`config.mk`:
```
export PLATFORM = sky130hd
export DESIGN_NAME = instruction_fetch
export DESIGN_NICKNAME = d
export VERILOG_FILES = /design/src/rtl/instruction_fetch.sv
export SDC_FILE = /design/constraint.sdc
export NUM_CORES = 1
export LEC_CHECK = 0
export ABC_AREA = 1
export CAP_MARGIN = 20
export CORE_ASPECT_RATIO = 1.4
export CORE_UTILIZATION = 45
export CTS_CLUSTER_SIZE = 8
export DETAILED_ROUTE_END_ITERATION = 7
export PLACE_DENSITY_LB_ADDON = 0.12
export SYNTH_ARGS = -nofsm -noshare
export SYNTH_HDL_FRONTEND = slang
export SYNTH_SLANG_ARGS = --single-unit
```
`constraint.sdc`:
```
create_clock -name clk -period 1.8 [get_ports clk]
set_clock_uncertainty 0.15 [all_clocks]
set_input_delay 0.36 -clock clk [delete_from_list [all_inputs] [get_ports clk]]
set_output_delay 0.36 -clock clk [all_outputs]
set_load 0.05 [all_outputs]
```
`src/rtl/instruction_fetch.sv`:
```
// Instruction fetch stage: owns the PC, issues single-outstanding fetches to instruction
// memory and presents one instruction at a time to Control over a valid/ready handshake.
`timescale 1ns/1ps

module instruction_fetch #(
  parameter logic [31:0] RESET_PC = 32'h0040_0000
) (
  input  logic        clk,
  input  logic        rst,
  output logic        memRequest,
  output logic [31:0] memAddress,
  input  logic        memGrant,
  input  logic        memDataValid,
  input  logic [31:0] memReadData,
  output logic [31:0] instructionData,
  output logic        instructionValid,
  output logic [31:0] instructionPC,
  output logic [31:0] nextPCAddress,
  input  logic        decodeReady,
  input  logic        redirect,
  input  logic [31:0] redirectTarget
);

  localparam int unsigned XLEN          = 32;
  localparam logic [XLEN-1:0] PC_STEP   = XLEN'(4);
  localparam logic [XLEN-1:0] ALIGN_MSK = ~XLEN'(3);

  typedef enum logic {
    S_REQUEST = 1'b0,
    S_WAIT    = 1'b1
  } state_t;

  state_t          r_state;
  logic [XLEN-1:0] r_pc;
  logic            r_discard;
  logic            r_live;
  logic [XLEN-1:0] r_instr_data;
  logic            r_instr_valid;
  logic [XLEN-1:0] r_instr_pc;
  logic [XLEN-1:0] r_next_pc;

  logic w_transfer;
  logic w_issue;
  logic w_granted;
  logic w_load;

  // A request goes out only when the output register can take the response; r_live keeps
  // it low until the first edge after reset release.
  assign w_transfer = r_instr_valid && decodeReady;
  assign w_issue    = r_live && (r_state == S_REQUEST) && (!r_instr_valid || decodeReady);
  assign w_granted  = w_issue && memGrant;
  assign w_load     = (r_state == S_WAIT) && memDataValid && !r_discard && !redirect;

  assign memRequest       = w_issue;
  assign memAddress       = r_pc;
  assign instructionData  = r_instr_data;
  assign instructionValid = r_instr_valid;
  assign instructionPC    = r_instr_pc;
  assign nextPCAddress    = r_next_pc;

  always_ff @(posedge clk or negedge rst) begin
    if (!rst) begin
      r_state       <= S_REQUEST;
      r_pc          <= RESET_PC;
      r_discard     <= 1'b0;
      r_live        <= 1'b0;
      r_instr_data  <= '0;
      r_instr_valid <= 1'b0;
      r_instr_pc    <= '0;
      r_next_pc     <= '0;
    end else begin
      r_live <= 1'b1;

      // Output register: reload wins over transfer; a redirect flushes it.
      if (w_load) begin
        r_instr_data  <= memReadData;
        r_instr_valid <= 1'b1;
        r_instr_pc    <= r_pc;
        r_next_pc     <= r_pc + PC_STEP;
      end else if (w_transfer || redirect) begin
        r_instr_data  <= '0;
        r_instr_valid <= 1'b0;
      end

      if (redirect) begin
        r_pc <= redirectTarget & ALIGN_MSK;
        if (w_granted) begin
          r_state   <= S_WAIT;
          r_discard <= 1'b1;
        end else if ((r_state == S_WAIT) && !memDataValid) begin
          r_discard <= 1'b1;
        end else begin
          r_state   <= S_REQUEST;
          r_discard <= 1'b0;
        end
      end else begin
        case (r_state)
          S_REQUEST: begin
            if (w_granted) begin
              r_state <= S_WAIT;
            end
          end
          S_WAIT: begin
            if (memDataValid) begin
              r_state   <= S_REQUEST;
              r_discard <= 1'b0;
              if (!r_discard) begin
                r_pc <= r_pc + PC_STEP;
              end
            end
          end
          default: r_state <= S_REQUEST;
        endcase
      end
    end
  end

endmodule
```
==> results_dict.tcl, run 1 <==
set metrics [dict create \
    port-buffer-count 191 \
    clk_latency_ns 0.41 \
    period_minus_slack_ns 1.77 \
    hold_class "input pin to async pin" \
    power_frac_clock 0.238 \
    internal_power_mw 8.58 \
    setup_ws_ns 0.0257 \
    pre_cts_ws_ns -0.271 \
    cp_data_arrival_time_ns 1.26 \
    numCtsBuffers 17 \
    final_nets 1004 \
    vdd.ir_drop.worst_mv 1.16 \
    cts_tree "yes" \
    crit_required_ns 1.29 \
    synth_area_leader_cell "dfrtp_1" \
    rsz0062_at_grt "true" \
    antenna_found_initial 0 \
    synth_enable_flop_cells 0 \
    critPathKind "flip-flop to output port" \
    avgRoutedWirePerCell_um 15.3 \
    dieArea_sq_um 13200 \
    htree_levels 4 \
    synthTopCellsByArea "dfrtp_1 55%, nand2_1 19%, nand3_1 7.1%" \
    status "finished clean" \
    fill_cells 950 \
    finalCritPeriodShare 0.986 \
    drt-vias-per-instance 5.01 \
    rows 48 \
    placed_cell_area_sq_um 8420 \
    slew_viol_final 0 \
    post-route-util 0.733 \
    syn_area_per_cell_sq_um 8.03 \
    cts_buffer_depth 2 \
    async_flop_share 1.00 \
    start_util 0.463 \
    netlist_area_sq_um 5720 \
    synthTopCellsByCount "296 x nand2_1, 125 x dfrtp_1, 81 x nand3_1, 52 x inv_1, 51 x o21ai_0" \
    num_vias 5493 \
    synth_cell_type_count 28 \
    num_antenna_cells 0 \
    place_hpwl_um 12300 \
    grt.total_usage 0.263 \
    synth-seq-area-share 0.551 \
    grt_max_degree 59 \
    gp_congestion 0.902 \
    share_comb_of_total_power 0.466 \
    synth_flop_cell "dfrtp_1" \
    synth_top_cell_area_share 0.546 \
    hold_violations 0 \
    swShare 0.422 \
    antenna_left 0 \
    drive_above_1_share 0.237 \
    io_pins 200 \
    p_leak_nw 4.63 \
    fin_area_sq_um 9060 \
    worstPathMaxFanout 3 \
    drcViolationCount 0 \
    wirelength_um 16800 \
    area_growth_pct 58.3 \
    clk_pin_slew_ns 0.06 \
    setup_violations 0 \
    root_buffer "clkbuf_16" \
    overflow 0 \
    die_h_um 135 \
    first_global_vias 5484 \
    yosys_warnings 0 \
    grt_pass1_wl_um 27100 \
    cts.sinks 126 \
    syn_inst 713 \
    dr.first_iter.drc_count 257 \
    worstSetupEndpointType "output port" \
    cp-start-kind "flip-flop" \
    ys_ff_latch 126 \
    powerDensity_nw_per_um2 1640 \
    max_clock_freq_ghz 0.564 \
    power_frac_seq 0.297 \
    drv_cap 0 \
    core_area_sq_um 12400 \
    die_x_um 97.3 \
    first_pass_iters 5 \
    synth_most_common_cell "nand2_1" \
    p_sw_mw 6.26 \
    fin_hold_ws_ns 0.218 \
]
## per-layer routing
layer  vias up  part of all wire  GRT usage  wire [um]
li1       2663                 -          -          -
met1      2609              0.38      0.302       6310
met2       189              0.54      0.476       9050
met3        32             0.057     0.0583        950
met4         0             0.026      0.105        436
met5         -                 0          0          0
## per-stage QoR
step | instances | power (mW) | setup TNS [ns]
after floorplan | 718 | 8.07 | 0
after global placement | 1062 | 11.2 | -17.39
after detailed placement | 1062 | 11.4 | -22.01
after CTS | 1095 | 14.9 | 0
after global routing | 1096 | 15.4 | -0.0398
final | 1096 | 14.8 | 0
## layout make-up
cell class,instances,area (sq um),share of cell area
Sequential cell,126,3160,0.349
Timing Repair Buffer,230,2670,0.295
Multi-Input combinational cell,505,2230,0.246
Clock buffer,20,457,0.0504
Inverter,53,199,0.0220
Tap cell,150,188,0.0207
Clock inverter,12,160,0.0177
## flip-flops by register name, indices dropped and copies added, names as in the netlist
signal,count
instructionData,32
instructionPC,30
instructionValid,1
memAddress,30
nextPCAddress,30
r_discard,1
r_live,1
r_state,1
## worst paths after layout
check / to / start / cells after the start / slack [ns]
setup / recovery: memRequest / instructionValid$_DFFE_PN0P_ / 4 / 0.03
hold / removal: nextPCAddress[24]$_DFFE_PN0P_ / rst / 2 / 0.22
setup reg to reg: memAddress[14]$_DFFE_PN0P_ / memAddress[2]$_DFFE_PN0P_ / 8 / 0.09
hold reg to reg: nextPCAddress[16]$_DFFE_PN0P_ / nextPCAddress[16]$_DFFE_PN0P_ / 2 / 0.33
max in group asynchronous: memAddress[10]$_DFFE_PN0P_ / rst / 3 / 0.68
min in group clk: nextPCAddress[16]$_DFFE_PN0P_ / nextPCAddress[16]$_DFFE_PN0P_ / 2 / 0.33
## worst max-delay path, cell delays in order (launching register included)
cell     delay, ns
dfrtp_1       0.41
inv_2         0.08
o21ai_2       0.06
nor2_2        0.15
buf_12        0.15
## kinds of logic after synthesis
logic type / Yosys count / share of synthesized area
buffers and inverters: 87 / 0.0660
AND/OR/NAND/NOR: 432 / 0.318
adder cells (fa/ha/maj): 1 / 0.00219
AO/OA/AOI/OAI: 61 / 0.0551
XOR/XNOR: 4 / 0.00612
other: 2 / 0.00131
flip-flops: 126 / 0.551
## repair_timing
item,in CTS,in global routing
setup buffers,0,1
gates cloned,0,0
gates resized for setup,1,6
endpoints found under the setup margin,1,11
hold endpoints to repair,20,0
pin swaps,0,1
hold buffers,1,0
## power groups by stage
stage | Clock, mW | Combinational (mW) | Sequential [mW]
final | 3.53 | 6.91 | 4.41
after floorplan | 0 | 1.04 | 7.03
after CTS | 3.58 | 6.96 | 4.41
after detailed placement | 0 | 6.93 | 4.44
after global routing | 3.70 | 7.23 | 4.50
after global placement | 0 | 6.84 | 4.40
## cell usage in the layout (no fill, tap or decap), drive strengths merged
| cell type | Yosys | routed |
|---|---|---|
| clkbuf | 10 | 20 |
| dlygate4sd3 | 0 | 1 |
| o31ai | 1 | 1 |
| o211ai | 2 | 2 |
| nand3 | 82 | 82 |
| clkdlybuf4s50 | 0 | 66 |
| or2 | 1 | 1 |
| a21oi | 5 | 5 |
| conb | 2 | 7 |
| dfrtp | 125 | 125 |
| nand2 | 303 | 303 |
| clkinv | 0 | 3 |
| clkinvlp | 0 | 4 |
| ha | 1 | 1 |
| buf | 24 | 163 |
| o21ai | 52 | 52 |
| o21bai | 1 | 1 |
| dfstp | 1 | 1 |
| inv | 53 | 55 |
| and2 | 2 | 2 |
| xor2 | 3 | 3 |
| xnor2 | 1 | 1 |
| bufinv | 0 | 3 |
| nor2 | 44 | 44 |
No activity file was read; power rests on OpenSTA's default activity.
==> inputs of run 2 (changes only) <==
Settings changed: CTS_BUF_LIST set to sky130_fd_sc_hd__clkbuf_8 sky130_fd_sc_hd__clkbuf_16.
==> run 2 against run 1 <==
Register-to-register slack about the same. Via count stayed put. Maximum frequency is the same. Global-route usage is the same. Cell count unchanged. Highest routed layer unchanged.
==> results_dict.tcl, run 2 (synthesis gave the netlist of run 1 again) <==
set metrics [dict create \
    fin_area_sq_um 9060 \
    grt_pass1_wl_um 27100 \
    cts.sinks 126 \
    use_met2 0.476 \
    wirelength_um 16800 \
    cp-start-kind "flip-flop" \
    grt_max_degree 59 \
    crit_required_ns 1.29 \
    cp_data_arrival_time_ns 1.26 \
    period_minus_slack_ns 1.77 \
    critPathMaxStageDelay_ns 0.41 \
    hold_class "input pin to async pin" \
    drt-vias-per-instance 5.01 \
    hold_violations 0 \
    finalCritPeriodShare 0.986 \
    layout_common_cells "296 x nand2_1, 121 x dfrtp_1, 101 x buf_4" \
    slew_viol_final 0 \
    dr.first_iter.drc_count 257 \
    rsz0062_at_grt "true" \
    fill_cells 950 \
    largest_reg_flops 32 \
    worst_path_max_delay_cell "dfrtp_1" \
    drv_cap 0 \
    antenna_found_initial 0 \
    clk_pin_slew_ns 0.06 \
    first_pass_iters 5 \
    busiest_layer "met2" \
    place_hpwl_um 12300 \
    path_cells "inv_2 > o21ai_2 > nor2_2 > buf_12" \
    io_pins 200 \
    cp.buffers_inverters 2 \
    grt_util_met1 0.302 \
    htree_levels 4 \
    p_leak_nw 4.64 \
    setup_violations 0 \
    die_x_um 97.3 \
    antenna_left 0 \
    vdd.ir_drop.worst_mv 1.16 \
    final_cell_count_no_fill 1096 \
    critPathKind "flip-flop to output port" \
    cts_tree "yes" \
    max_clock_freq_ghz 0.564 \
    timing.critical_path.from "instructionValid$_DFFE_PN0P_" \
    num_antenna_cells 0 \
    drcViolationCount 0 \
    worstReg2RegStart "memAddress[2]$_DFFE_PN0P_" \
    grtUsageMet3 0.0583 \
    avgRoutedWirePerCell_um 15.3 \
    layout_commonest_cell "nand2_1" \
    numCtsBuffers 17 \
    rows 48 \
    placed_cell_area_sq_um 8420 \
    core_area_sq_um 12400 \
    first_global_vias 5484 \
    overflow 0 \
    port-buffer-count 191 \
    die_h_um 135 \
    worstPathMaxFanout 3 \
    placed_cells 1062 \
    gp_congestion 0.902 \
    drive_above_1_share 0.237 \
    fin_hold_ws_ns 0.218 \
    cp_top_family "flip-flops" \
    start_util 0.463 \
    root_buffer "clkbuf_16" \
    clk_latency_ns 0.41 \
    total_power_mw 14.8 \
    pre_cts_ws_ns -0.271 \
    setup_ws_ns 0.0257 \
    dieArea_sq_um 13200 \
    final_nets 1004 \
    powerDensity_nw_per_um2 1640 \
    worstSetupEndpointType "output port" \
    cts_buffer_depth 2 \
    area_growth_pct 58.3 \
    status "finished clean" \
    grt.total_usage 0.263 \
    num_vias 5493 \
]
==> run 2: final timing paths <==
check | endpoint | slack [ns] | depth (start not counted)
max in group asynchronous | memAddress[10]$_DFFE_PN0P_ | 0.68 | 3
min in group clk | nextPCAddress[16]$_DFFE_PN0P_ | 0.33 | 2
setup reg to reg | memAddress[14]$_DFFE_PN0P_ | 0.09 | 8
hold reg to reg | nextPCAddress[16]$_DFFE_PN0P_ | 0.33 | 2
hold / removal | nextPCAddress[24]$_DFFE_PN0P_ | 0.22 | 2
setup / recovery | memRequest | 0.03 | 4
==> run 2: layout make-up <==
type,count,area [sq um],share of cell area
multi-input combinational,505,2230,0.246
clock inverter,13,164,0.0181
inverter,53,199,0.0220
timing repair buffer,230,2670,0.295
tap,150,188,0.0207
clock buffer,19,453,0.0500
sequential,126,3160,0.349
==> run 2: per-stage QoR <==
stage / setup TNS (ns) / utilization
2_1_floorplan: 0 / -
3_3_place_gp: -17.39 / 0.680
3_5_place_dp: -22.01 / 0.680
4_1_cts: 0 / 0.731
5_1_grt: -0.0398 / 0.733
6_report: 0 / 0.733
==> run 2: report_power, final <==
part	leakage [nW]	switching, mW	internal [mW]
sequential	1.61	0.745	3.66
clock	0.293	1.27	2.25
combinational	2.73	4.25	2.66
==> run 2: what timing repair did <==
| item | 4_1_cts | 5_1_grt |
|---|---|---|
| pin swaps | 0 | 1 |
| buffers inserted | 0 | 1 |
| hold endpoints to repair | 20 | 0 |
| gates cloned | 0 | 0 |
| hold buffers | 1 | 0 |
| resized for setup | 1 | 6 |
| endpoints found under the setup margin | 1 | 11 |
==> run 2: worst reg2reg max path, delay by kind of cell, from the launching register on <==
kind	cells	cell delay, ns
flops	1	0.36
simple gates	7	0.90
fa+ha+maj	1	0.17
==> run 2: metal layers <==
layer / wire, um / share of wire / up-vias
li1: - / - / 2663
met1: 6320 / 0.38 / 2612
met2: 9060 / 0.54 / 186
met3: 936 / 0.056 / 32
met4: 436 / 0.026 / 0
met5: 0 / 0 / -
